### config.mk
export PLATFORM = sky130hd
export DESIGN_NAME = newton_iter_ctrl
export DESIGN_NICKNAME = d
export VERILOG_FILES = /design/src/rtl/newton_iter_ctrl.sv
export SDC_FILE = /design/constraint.sdc
export NUM_CORES = 1
export LEC_CHECK = 0
export ABC_AREA = 0
export BUFFER_PORTS_ARGS = -buffer_cell sky130_fd_sc_hd__buf_2
export CORE_MARGIN = 2
export CORE_UTILIZATION = 51
export DETAILED_ROUTE_END_ITERATION = 10
export HOLD_SLACK_MARGIN = 0.12
export PLACE_DENSITY = 0.73
export SLEW_MARGIN = 10
export SYNTH_ARGS = -nofsm -noshare
export SYNTH_HDL_FRONTEND = slang
export SYNTH_SLANG_ARGS = --single-unit
### constraint.sdc
create_clock -name clk -period 3.5 [get_ports clk]
set_input_delay 1.05 -clock clk [delete_from_list [all_inputs] [get_ports clk]]
set_output_delay 1.05 -clock clk [all_outputs]
set_load 0.05 [all_outputs]
### src/rtl/newton_iter_ctrl.sv
// Sequencer for Newton-Raphson integer square root: x <- x - (x*x - b)/(x + x).
// Issues each step to one shared valid/ready ALU and returns the result over a valid/ready port.
module newton_iter_ctrl #(
    parameter int DATA_W   = 8,
    parameter int ITER_W   = 4,
    parameter int MAX_ITER = 8
) (
    input  logic              clk,
    input  logic              rst_n,
    input  logic              start_vd,
    output logic              start_rd,
    input  logic [DATA_W-1:0] x0,
    input  logic [DATA_W-1:0] b_value,
    output logic              alu_in_vd,
    input  logic              alu_in_rd,
    output logic [1:0]        alu_op,
    output logic [DATA_W-1:0] alu_a,
    output logic [DATA_W-1:0] alu_b,
    input  logic              alu_out_vd,
    output logic              alu_out_rd,
    input  logic [DATA_W-1:0] alu_result,
    output logic              res_vd,
    input  logic              res_rd,
    output logic [DATA_W-1:0] res_x,
    output logic [ITER_W-1:0] res_iter,
    output logic              res_err,
    output logic              busy
);

    localparam logic [2:0] S_IDLE  = 3'd0;
    localparam logic [2:0] S_ISSUE = 3'd1;
    localparam logic [2:0] S_WAIT  = 3'd2;
    localparam logic [2:0] S_CHECK = 3'd3;
    localparam logic [2:0] S_DONE  = 3'd4;

    localparam logic [1:0] OP_ADD = 2'b00;
    localparam logic [1:0] OP_SUB = 2'b01;
    localparam logic [1:0] OP_MUL = 2'b10;
    localparam logic [1:0] OP_DIV = 2'b11;

    logic [2:0]        state_q, state_d;
    logic [DATA_W-1:0] x_q, x_d;
    logic [DATA_W-1:0] b_q, b_d;
    logic [DATA_W-1:0] t1_q, t1_d;
    logic [DATA_W-1:0] t2_q, t2_d;
    logic [DATA_W-1:0] t3_q, t3_d;
    logic [DATA_W-1:0] t4_q, t4_d;
    logic [DATA_W-1:0] xn_q, xn_d;
    logic [2:0]        step_q, step_d;
    logic [ITER_W-1:0] iter_q, iter_d;
    logic [DATA_W-1:0] res_x_q, res_x_d;
    logic [ITER_W-1:0] res_iter_q, res_iter_d;
    logic              res_err_q, res_err_d;

    logic [1:0]        op_sel;
    logic [DATA_W-1:0] a_sel;
    logic [DATA_W-1:0] b_sel;
    logic              div_zero;
    logic              issue_ok;
    logic [ITER_W-1:0] iter_inc;
    logic              iter_lim;

    // Step table: operation and operand selection for the current step.
    always_comb begin
        op_sel = OP_SUB;
        a_sel  = x_q;
        b_sel  = t4_q;
        case (step_q)
            3'd0: begin op_sel = OP_MUL; a_sel = x_q;  b_sel = x_q;  end
            3'd1: begin op_sel = OP_SUB; a_sel = t1_q; b_sel = b_q;  end
            3'd2: begin op_sel = OP_ADD; a_sel = x_q;  b_sel = x_q;  end
            3'd3: begin op_sel = OP_DIV; a_sel = t2_q; b_sel = t3_q; end
            default: ;
        endcase
    end

    // A zero divisor aborts the job before the DIV is ever offered to the ALU.
    assign div_zero = (step_q == 3'd3) && (t3_q == '0);
    assign issue_ok = (state_q == S_ISSUE) && !div_zero;
    assign iter_inc = iter_q + 1'b1;
    assign iter_lim = (iter_inc == ITER_W'(MAX_ITER));

    assign alu_in_vd  = issue_ok;
    assign alu_op     = issue_ok ? op_sel : 2'b00;
    assign alu_a      = issue_ok ? a_sel : '0;
    assign alu_b      = issue_ok ? b_sel : '0;
    assign alu_out_rd = (state_q == S_WAIT);
    assign start_rd   = (state_q == S_IDLE);
    assign busy       = (state_q != S_IDLE);
    assign res_vd     = (state_q == S_DONE);
    assign res_x      = res_x_q;
    assign res_iter   = res_iter_q;
    assign res_err    = res_err_q;

    always_comb begin
        state_d    = state_q;
        x_d        = x_q;
        b_d        = b_q;
        t1_d       = t1_q;
        t2_d       = t2_q;
        t3_d       = t3_q;
        t4_d       = t4_q;
        xn_d       = xn_q;
        step_d     = step_q;
        iter_d     = iter_q;
        res_x_d    = res_x_q;
        res_iter_d = res_iter_q;
        res_err_d  = res_err_q;
        case (state_q)
            S_IDLE: begin
                if (start_vd) begin
                    x_d     = x0;
                    b_d     = b_value;
                    step_d  = 3'd0;
                    iter_d  = '0;
                    state_d = S_ISSUE;
                end
            end
            S_ISSUE: begin
                if (div_zero) begin
                    res_x_d    = x_q;
                    res_iter_d = iter_q;
                    res_err_d  = 1'b1;
                    state_d    = S_DONE;
                end else if (alu_in_rd) begin
                    state_d = S_WAIT;
                end
            end
            S_WAIT: begin
                if (alu_out_vd) begin
                    case (step_q)
                        3'd0:    t1_d = alu_result;
                        3'd1:    t2_d = alu_result;
                        3'd2:    t3_d = alu_result;
                        3'd3:    t4_d = alu_result;
                        default: xn_d = alu_result;
                    endcase
                    if (step_q == 3'd4) begin
                        state_d = S_CHECK;
                    end else begin
                        step_d  = step_q + 3'd1;
                        state_d = S_ISSUE;
                    end
                end
            end
            S_CHECK: begin
                iter_d = iter_inc;
                if ((xn_q == x_q) || iter_lim) begin
                    res_x_d    = xn_q;
                    res_iter_d = iter_inc;
                    res_err_d  = 1'b0;
                    state_d    = S_DONE;
                end else begin
                    x_d     = xn_q;
                    step_d  = 3'd0;
                    state_d = S_ISSUE;
                end
            end
            S_DONE: begin
                if (res_rd) begin
                    state_d = S_IDLE;
                end
            end
            default: state_d = S_IDLE;
        endcase
    end

    always_ff @(posedge clk or negedge rst_n) begin
        if (!rst_n) begin
            state_q    <= S_IDLE;
            x_q        <= '0;
            b_q        <= '0;
            t1_q       <= '0;
            t2_q       <= '0;
            t3_q       <= '0;
            t4_q       <= '0;
            xn_q       <= '0;
            step_q     <= 3'd0;
            iter_q     <= '0;
            res_x_q    <= '0;
            res_iter_q <= '0;
            res_err_q  <= 1'b0;
        end else begin
            state_q    <= state_d;
            x_q        <= x_d;
            b_q        <= b_d;
            t1_q       <= t1_d;
            t2_q       <= t2_d;
            t3_q       <= t3_d;
            t4_q       <= t4_d;
            xn_q       <= xn_d;
            step_q     <= step_d;
            iter_q     <= iter_d;
            res_x_q    <= res_x_d;
            res_iter_q <= res_iter_d;
            res_err_q  <= res_err_d;
        end
    end

endmodule

# After elaboration in Yosys (flattened, before gate mapping)
# Index checks and enable logic that the tools add are counted.
# totals
out_inout_bits	36
wordCells	91
reg_bits	79
inputBits	30
# classes
n_reduce_logical	24
muxes	33
bitwise_logic	1
addsub	2
n_eq_ne	18
# ops
cell	count
8-bit two-way mux	6
8-bit one-hot mux with 2 select lines	3
3-bit two-way mux	10
8-bit one-hot mux with 3 select lines	1
3-bit AND reduction	7
4-bit one-hot mux with 2 select lines	2
3-bit one-hot mux with 5 select lines	1
3-bit by 2-bit == test with 1-bit output, second input constant	4
4-bit two-way mux	3
2-bit inequality test, second input constant	6
3-bit one-hot mux with 3 select lines	1
8-bit == test	1
8-bit zero test	1
3-bit by 1-bit == test with 1-bit output, second input constant	2
3-bit == test, second input constant	2
3-bit zero test	2
2-bit one-hot mux with 3 select lines	1
3-bit nonzero test	2
5-bit AND reduction	1
4-bit by 1-bit adder with 4-bit output, second input constant	1
4-bit == test, second input constant	1
2-bit two-way mux	2
2-bit AND reduction	2
4-bit AND reduction	1
12 further kinds	15

# Longest topological paths before layout
# Gate-level depths: netlist of the first run.
# depth
depth_word	5
depth_mapped	9
mapped_depth_nobuf	7

# Worst setup path before layout of the first run
# Ideal clock, no wire load.
# synth_timing
kind	reg-to-output
startpoint	register step_q[1]
endpoint	output port alu_b[4]
t_arrival_ns	2.646
setup_slack_ns	-0.196
n_path_buf	2
path_stages_with_launch	8
cell_sequence	dfrtp_1 > inv_1 > ha_1 > nor2b_1 > clkbuf_1 > buf_1 > a22oi_1 > a211oi_1
# synth_via
elab_chain_len	5
word_cells_on_any_way	10
classes_between	3 x eq/ne; 2 x mux; 5 x reduce/logical
# synth_lines
item	line_no	text
from (decl)	49	logic [2:0] step_q, step_d;
from (signal assigned)	192	step_q <= step_d;
parallel branches: the longest is 4 deep, another holds 8-bit one-hot mux with 3 select lines	--	
8-bit two-way mux (*)	86	assign alu_b = issue_ok ? b_sel : '0;
to (decl)	18	output logic [DATA_W-1:0] alu_b,
# Every way passes the cells marked *.

# Worst setup path after layout of the first run
# layout_timing
startpoint	register step_q[0]
endpoint	output port alu_b[4]
# The elaborated chain is that of the path after synthesis.

==> flow_summary.json, run 1 <==
{
  "final_net_count": 450,
  "stdcell_area_mm2": 0.00464,
  "synthFlopType": "dfrtp_1",
  "drt_iter0_drc": 165,
  "crit_type": "flop to output pin",
  "status": "complete, no violations",
  "synth-simple-area-share_pct": 9.87,
  "seqPwrFrac_pct": 33.4,
  "cp_num_buf_inv": 3,
  "grt_pass1_wl_mm": 15.3,
  "setup_tns_ps": 0,
  "min_period_ps": 3390,
  "cts_max_path_buffers": 2,
  "seq_area_frac_synth_pct": 49.8,
  "die_y_um": 92.2,
  "synth_top_area_share_pct": 49.8,
  "cts_hold_buf": 0,
  "combPwrFrac_pct": 54.5,
  "vias_per_cell": 5.84,
  "pwr-share-clk_pct": 12.1,
  "grt_pass1_vias": 2959,
  "synth_area_mm2": 0.00397,
  "ys_types": 53,
  "synth_mux_area_share_pct": 14.7,
  "grtUsageTotal_pct": 23.1,
  "cp_max_fo": 23,
  "drive_gt1_share_pct": 39.3,
  "gp_congestion": 0.876,
  "post_synth_fa_ha_maj_area_fraction_pct": 2.21,
  "num_rows": 32,
  "rsz0062_at_grt": "yes",
  "internal_power_mw": 2.44,
  "drt-total-wl_mm": 9.39,
  "dpl.hpwl_mm": 6.59,
  "synth_xor_area_share_pct": 1.77,
  "start_util_pct": 51.9,
  "hold_viol": 0,
  "period_share_pct": 96.8,
  "max_stage_delay_ps": 430,
  "critPathSlowestCell": "dfrtp_1",
  "io_pins": 66,
  "end_kind": "output pin",
  "setup_violations": 0,
  "ant_nets": 0,
  "p_total_mw": 4.83,
  "wire_per_inst_um": 18.1,
  "stdcell_count": 519,
  "yosysWarningCount": 0,
  "syn_nets": 382,
  "synth_cells": 345,
  "drv_cap": 0,
  "holdPathStages": 1,
  "worstMarginPinSlew_ps": 1030,
  "hp-class": "flop to flop",
  "cts_setup_buffers": 0,
  "cts_tree": "built",
  "grt_antenna_before_repair": 0,
  "io_buffers": 65,
  "preCtsSetupSlack_ps": 206,
  "min_from": "res_x[7]",
  "ys_ff_latch": 79,
  "cts_max_level": 3,
  "switching_share_pct": 49.4,
  "synth_compound_area_share_pct": 18.2,
  "fillers": 636,
  "clkSinkCount": 79,
  "startpoint_type": "flop",
  "area_growth_pct": 16.8,
  "synth_area_leader_cell": "dfrtp_1",
  "p_per_area_mw_per_mm2": 1040,
  "slew_viol_final": 0,
  "drc": 0,
  "clock-root-buffer": "clkbuf_8",
  "synth_top_family_by_area": "compound AO/OA/AOI/OAI gates",
  "leakage_nw": 2.20,
  "crit_family": "buffers and inverters",
  "worstRegToRegCells": 5,
  "ir_worst_vdd_mv": 0.554,
  "dp_cells": 504,
  "design.die.area_mm2": 0.00850,
  "n_antenna_cell": 0,
  "max_freq_ghz": 0.295,
  "required_ps": 2450,
  "grt_start_max_net_pins": 80,
  "switching_power_mw": 2.38,
  "hold_end": "res_x[7]",
  "path_clk_slew_ps": 80,
  "num_vias": 3033,
  "cts_buffers": 9,
  "reg2reg_slack_ps": 920,
  "worst_slack_ps": 111,
  "synthTopCellsByArea": "dfrtp_1 50%, mux2_2 11%, mux2_1 3.1%",
  "clk_latency_ps": 350,
  "finalClockSkew_ps": 6.56,
  "synth_edf_count": 0,
  "placed_area_mm2": 0.00442,
  "crit_chain": "ha_1 > ha_1 > buf_6 > o21ai_0 > buf_4 > o21ai_0 > a211oi_2 > buf_2",
  "die_x_um": 92.2,
  "arrival_ps": 2340,
  "crit-reg2reg-launch": "iter_q[1]",
  "grt-ovfl-total": 0,
  "post_synth.cell_area_avg_um2": 11.5,
  "drt-pass1-iter-count": 4,
  "core_mm2": 0.00765,
  "reg2reg_to": "x_q[6]",
  "async_flop_share_pct": 100,
  "slew_headroom_pct": 31.4
}
-- how the worst max path moves through the flow --
stage,endpoint,from,slack [ps],cells past startpoint
final,alu_b[4],step_q[0],110,8
after global routing,alu_a[6],step_q[0],5,8
after CTS,alu_b[3],step_q[0],10,8
after detailed placement,alu_b[6],step_q[1],210,8
after global placement,alu_b[2],step_q[0],380,8
after floorplan,alu_b[1],step_q[0],-180,6
-- metrics by stage --
step	hold slack, ps	util [%]
3_3_place_gp	470	57.8
4_1_cts	494	59.9
2_1_floorplan	465	-
6_report	488	60.6
3_5_place_dp	475	57.8
5_1_grt	503	60.6
-- cells in the mapped netlist, types with 2 or more instances --
master	number
o21ai_0	19
o32a_1	7
o22ai_1	3
mux2_1	11
o221a_2	11
o21a_1	8
nand4_1	2
clkbuf_1	9
nand2_1	25
and2_1	2
nor3b_1	3
buf_2	5
xor2_1	8
mux2_2	38
a21boi_0	2
buf_6	2
mux2i_1	3
dfrtp_1	79
ha_1	7
inv_1	12
and3_1	2
nor2_1	14
a22oi_1	16
nor4_2	2
nand3_1	3
nor3_1	2
a21oi_1	9
a211oi_1	8
or2_2	9
-- placed cells by master (no fill, tap or decap), types with 11 or more instances in the layout --
cell,synthesis,layout
buf_4,1,15
nand2_1,25,24
dfrtp_1,79,78
mux2_2,38,38
nor2_1,14,14
o221a_2,11,11
a22oi_1,16,16
buf_2,5,56
o21ai_0,19,19
mux2_1,11,11
inv_1,12,12
-- power by group through the flow --
stage	logic (mW)	registers, mW	clock network [mW]
after floorplan	1.76	1.76	0
after global placement	2.48	1.61	0
after detailed placement	2.53	1.62	0
after CTS	2.56	1.60	0.588
after global routing	2.83	1.65	0.629
final	2.63	1.61	0.584
-- area by class of cell --
class,instances,area (µm²),area share [%]
Sequential cell,79,1980,42.7
Tap cell,102,128,2.75
Clock buffer,11,131,2.83
Inverter,12,45.0,0.971
Multi-Input combinational cell,236,1900,41.0
Timing Repair Buffer,75,430,9.28
Clock inverter,4,23.8,0.513
-- cells by family (layout without fill, tap and decap cells) --
| family | count (synthesis) | count (layout) |
|---|---|---|
| XOR/XNOR | 8 | 8 |
| AO/OA/AOI/OAI | 96 | 96 |
| multiplexers | 52 | 52 |
| AND/OR/NAND/NOR | 73 | 73 |
| adder cells (fa/ha/maj) | 7 | 7 |
| flip-flops | 79 | 79 |
| buffers and inverters | 30 | 102 |
-- registers in the layout, summed over array words and instances (netlist names), 8 cells and up --
name   flops
t4_q       8
xn_q       8
x_q        8
t2_q       8
t1_q       8
res_x      8
b_q        8
t3_q       8
-- timing repair --
item,CTS,global route
gates resized for setup,3,19
hold endpoints to repair,0,0
setup endpoints to repair,6,13
gates cloned,0,0
pin swaps,0,1
-- routing by layer --
metal	vias to the layer above	GRT usage [%]	routed length (µm)
met4	0	7.71	127
met2	88	34.9	4420
met3	9	4.85	450
met5	-	0	0
met1	1521	33.4	4390
li1	1415	-	-
Note: power is estimated with default switching activity, not from simulation.
==> run 2: changes to the inputs <==
==> constraint.sdc (replaced) <==
create_clock -name clk -period 3.6 [get_ports clk]
set_input_delay 1.08 -clock clk [delete_from_list [all_inputs] [get_ports clk]]
set_output_delay 1.08 -clock clk [all_outputs]
set_load 0.05 [all_outputs]
==> flow_summary.json, run 2 (same netlist as run 1, synthesis figures left out) <==
{
  "status": "complete, no violations",
  "slew_headroom_pct": 34.0,
  "num_vias": 3037,
  "ir_worst_vdd_mv": 0.684,
  "cts_max_level": 3,
  "grt_antenna_before_repair": 0,
  "hold_viol": 0,
  "drv_cap": 0,
  "design.die.area_mm2": 0.00850,
  "vias_per_cell": 5.84,
  "setup_violations": 0,
  "clock-root-buffer": "clkbuf_8",
  "crit_type": "flop to output pin",
  "grt_pass1_wl_mm": 15.1,
  "leakage_nw": 2.21,
  "mostFrequentLayoutCells": "79 x dfrtp_1, 61 x buf_2, 38 x mux2_2",
  "die_y_um": 92.2,
  "io_pins": 66,
  "dpl.hpwl_mm": 6.49,
  "io_buffers": 65,
  "cts_buffers": 9,
  "cts_tree": "built",
  "num_rows": 32,
  "placed_area_mm2": 0.00442,
  "drt-total-wl_mm": 9.11,
  "worstMarginPinSlew_ps": 988,
  "clk_latency_ps": 340,
  "min_period_ps": 3420,
  "cts_max_path_buffers": 2,
  "final_net_count": 450,
  "stdcell_area_mm2": 0.00464,
  "drt-pass1-iter-count": 4,
  "cp_num_buf_inv": 2,
  "fillers": 667,
  "max_freq_ghz": 0.292,
  "grt_pass1_vias": 3003,
  "slew_viol_final": 0,
  "n_antenna_cell": 0,
  "start_util_pct": 51.9,
  "finalClockSkew_ps": 12.4,
  "gp_congestion": 0.819,
  "wire_per_inst_um": 17.5,
  "startpoint_type": "flop",
  "period_share_pct": 95.1,
  "path_clk_slew_ps": 90,
  "crit_family": "buffers and inverters",
  "drive_gt1_share_pct": 38.8,
  "drt_iter0_drc": 171,
  "grtUsageTotal_pct": 22.9,
  "core_mm2": 0.00765,
  "required_ps": 2520,
  "dp_cells": 504,
  "arrival_ps": 2340,
  "critPathSlowestCell": "dfrtp_1",
  "hp-class": "flop to flop",
  "cp_max_fo": 8,
  "max_stage_delay_ps": 430,
  "mostFrequentLayoutCell": "dfrtp_1",
  "clkSinkCount": 79,
  "cts_setup_buffers": 0,
  "drc": 0,
  "p_per_area_mw_per_mm2": 1010,
  "end_kind": "output pin",
  "grt-ovfl-total": 0,
  "ant_nets": 0,
  "area_growth_pct": 16.9,
  "die_x_um": 92.2,
  "grt_start_max_net_pins": 80,
  "crit_chain": "ha_1 > ha_1 > nor3b_1 > nand3_1 > nand2_2 > buf_4 > a211oi_1 > buf_4",
  "stdcell_count": 520,
  "rsz0062_at_grt": "no"
}
## run 2: cell count changes in the layout (fill, tap and decap cells not counted), sizes merged
cell and change:
clkinv -1, bufinv +1, clkinvlp +1, buf +2, inv +1, clkbuf -3
## run 2: stage by stage
step / TNS, ps / setup slack, ps / total power [mW] / util (%) / hold WS [ps]
after floorplan: -557 / -106 / 3.42 / - / 465
after global placement: 0 / 484 / 3.97 / 57.8 / 471
after detailed placement: 0 / 442 / 4.02 / 57.8 / 474
after CTS: 0 / 43.9 / 4.70 / 60.5 / 494
after global routing: 0 / 8.84 / 4.99 / 60.7 / 508
final: 0 / 176 / 4.71 / 60.7 / 491
## run 2: path summary, 6_finish.rpt
kind / from / end / slack (ps) / cells past startpoint
worst max-delay path: step_q[0] / alu_b[2] / 180 / 8
worst min-delay path: res_x[7] / res_x[7] / 490 / 1
worst max register to register: step_q[2] / res_iter[0] / 1040 / 7
worst min register to register: res_x[7] / res_x[7] / 490 / 1
max in group asynchronous: rst_n / xn_q[1] / 2090 / 1
min in group asynchronous: rst_n / res_iter[3] / 890 / 1
## run 2: final cells by class
type                    instances  area, µm²  share of cell area (%)
clock buffers                  10        138                    2.97
clock inverters                 6       68.8                    1.48
inverters                      12       45.0                   0.971
multi-input cells             236       1870                    40.4
flip-flops and latches         79       1980                    42.6
well taps                     102        128                    2.75
repair buffers                 75        410                    8.84
## run 2: worst reg2reg max path: stages, from the launching register on
cell and delay (ps):
dfrtp_1 470, inv_1 140, ha_1 220, nor3b_1 260, nand4_1 580, o21ai_1 380, buf_4 250, mux2i_1 190
## run 2: timing repair
action,in CTS,in global routing
gates resized for setup,0,8
endpoints found under the setup margin,0,10
hold buffers,0,0
## run 2: where the power goes
group / internal (mW) / switching [mW] / total [mW] / leakage (nW)
Combinational: 0.831 / 1.62 / 2.45 / 1.10
Sequential: 1.25 / 0.323 / 1.57 / 1.02
Clock: 0.343 / 0.339 / 0.683 / 0.103
## run 2: per-layer routing
metal	track usage (%)	share of wire [%]	up-vias
met2	36.7	49	77
met4	6.72	1.1	0
met3	4.44	4.2	9
met5	0	0	-
li1	-	-	1407
met1	32.0	46	1544
==> run 3: changes to the inputs <==
==> constraint.sdc (replaced) <==
create_clock -name clk -period 3.6 [get_ports clk]
set_input_delay 0.54 -clock clk [delete_from_list [all_inputs] [get_ports clk]]
set_output_delay 0.54 -clock clk [all_outputs]
set_load 0.05 [all_outputs]
==> flow_summary.json, run 3 (same netlist as run 1, synthesis figures left out) <==
{
  "status": "complete, no violations",
  "clkSinkCount": 79,
  "drc": 0,
  "clk_latency_ps": 360,
  "required_ps": 3060,
  "setup_violations": 0,
  "grt_start_max_net_pins": 80,
  "cts_buffers": 9,
  "design.die.area_mm2": 0.00850,
  "crit_type": "flop to output pin",
  "p_per_area_mw_per_mm2": 1030,
  "final_util_pct": 60.6,
  "hold_viol": 0,
  "slew_viol_final": 0,
  "drt-total-wl_mm": 9.49,
  "vias_per_cell": 5.91,
  "crit_start": "step_q[0]",
  "rsz0062_at_grt": "no",
  "drv_cap": 0,
  "mostFrequentLayoutCell": "dfrtp_1",
  "area_growth_pct": 16.8,
  "finalClockSkew_ps": 9.68,
  "drive_gt1_share_pct": 37.3,
  "grt-ovfl-total": 0,
  "hp-class": "primary input to async pin",
  "max_freq_ghz": 0.297,
  "cts_tree": "built",
  "slew_headroom_pct": 34.2,
  "end_kind": "output pin",
  "fillers": 639,
  "start_util_pct": 51.9,
  "mostFrequentLayoutCells": "79 x dfrtp_1, 64 x buf_2, 38 x mux2_2",
  "path_clk_slew_ps": 80,
  "drt_iter0_drc": 220,
  "grt_antenna_before_repair": 0,
  "io_pins": 66,
  "gp_congestion": 0.831,
  "regArea_mm2": 0.00198,
  "num_rows": 32,
  "ir_worst_vdd_mv": 0.723,
  "clock-root-buffer": "clkbuf_8",
  "multiInputGateArea_mm2": 0.00185,
  "reg2reg_to": "res_iter[0]",
  "ant_nets": 0,
  "io_buffers": 65,
  "core_mm2": 0.00765,
  "die_x_um": 92.2,
  "drt-pass1-iter-count": 4,
  "leakage_nw": 2.21,
  "die_y_um": 92.2,
  "grtUsageTotal_pct": 24.2,
  "period_share_pct": 93.6,
  "worstRegToRegCells": 8,
  "final_net_count": 448,
  "dpl.hpwl_mm": 6.62,
  "cp_max_fo": 20,
  "cts_max_level": 3,
  "grt_pass1_vias": 3119,
  "arrival_ps": 2830,
  "wire_per_inst_um": 18.3,
  "n_antenna_cell": 0,
  "min_period_ps": 3370,
  "cts_max_path_buffers": 2,
  "startpoint_type": "flop",
  "crit-reg2reg-launch": "step_q[1]",
  "num_vias": 3061,
  "worstMarginPinSlew_ps": 987,
  "grt_pass1_wl_mm": 16.1,
  "reg2reg_slack_ps": 1080,
  "setup_tns_ps": 0
}
-- run 3: changes by cell type in the layout (fill, tap and decap cells not counted), sizes merged --
cell / previous run / this run
buf: 75 / 73
bufinv: 1 / 3
clkbuf: 10 / 9
clkinv: 3 / 1
clkinvlp: 1 / 2
-- run 3: worst max-delay path by stage --
stage / endpoint / slack, ps / cells after the start
2_1_floorplan: alu_b[4] / 410 / 7
3_3_place_gp: alu_b[5] / 730 / 7
3_5_place_dp: alu_b[4] / 670 / 6
4_1_cts: alu_b[5] / 160 / 6
5_1_grt: alu_a[4] / 20 / 7
6_report: alu_b[5] / 230 / 7
-- run 3: what timing repair did --
action,in CTS,in global routing
setup buffers,0,0
resized for setup,0,1
setup endpoints to repair,0,1
hold buffers,0,0
hold endpoints to repair,0,0
-- run 3: report_power, final --
| part | internal (mW) | total [mW] | switching (mW) |
|---|---|---|---|
| clock | 0.462 | 0.804 | 0.342 |
| sequential | 1.25 | 1.58 | 0.338 |
| combinational | 0.779 | 2.39 | 1.61 |
-- run 3: area by class of cell --
| cell class | count | share of cell area, % |
|---|---|---|
| Clock inverter | 7 | 2.56 |
| Timing Repair Buffer | 73 | 8.37 |
| Clock buffer | 9 | 2.67 |
| Multi-Input combinational cell | 236 | 40.0 |
| Inverter | 12 | 0.972 |
| Sequential cell | 79 | 42.7 |
| Tap cell | 102 | 2.75 |
-- run 3: through the flow --
step | hold WS (ps) | instances | power (mW) | area [µm²] | setup WS [ps]
finish | 323 | 518 | 4.77 | 4630 | 229
detailed placement | 475 | 502 | 3.97 | 4390 | 674
CTS | 379 | 518 | 4.78 | 4630 | 163
global route | 385 | 518 | 5.05 | 4630 | 15.3
global placement | 471 | 502 | 3.90 | 4390 | 732
floorplan | 244 | 345 | 3.39 | 3970 | 414
-- run 3: per-layer routing --
metal	share of wire (%)	GRT usage, %	up-vias
met3	5.2	4.60	23
met4	2.6	9.83	0
li1	-	-	1410
met1	45	33.6	1522
met2	47	37.6	106
met5	0	0	-
-- run 3: critical path, cell delays in order, from the launching register on --
cell and delay, ps:
dfrtp_1 420, ha_1 220, ha_1 350, nor3b_1 230
nand3_1 80, nand2_1 410, a211oi_1 440, buf_2 320
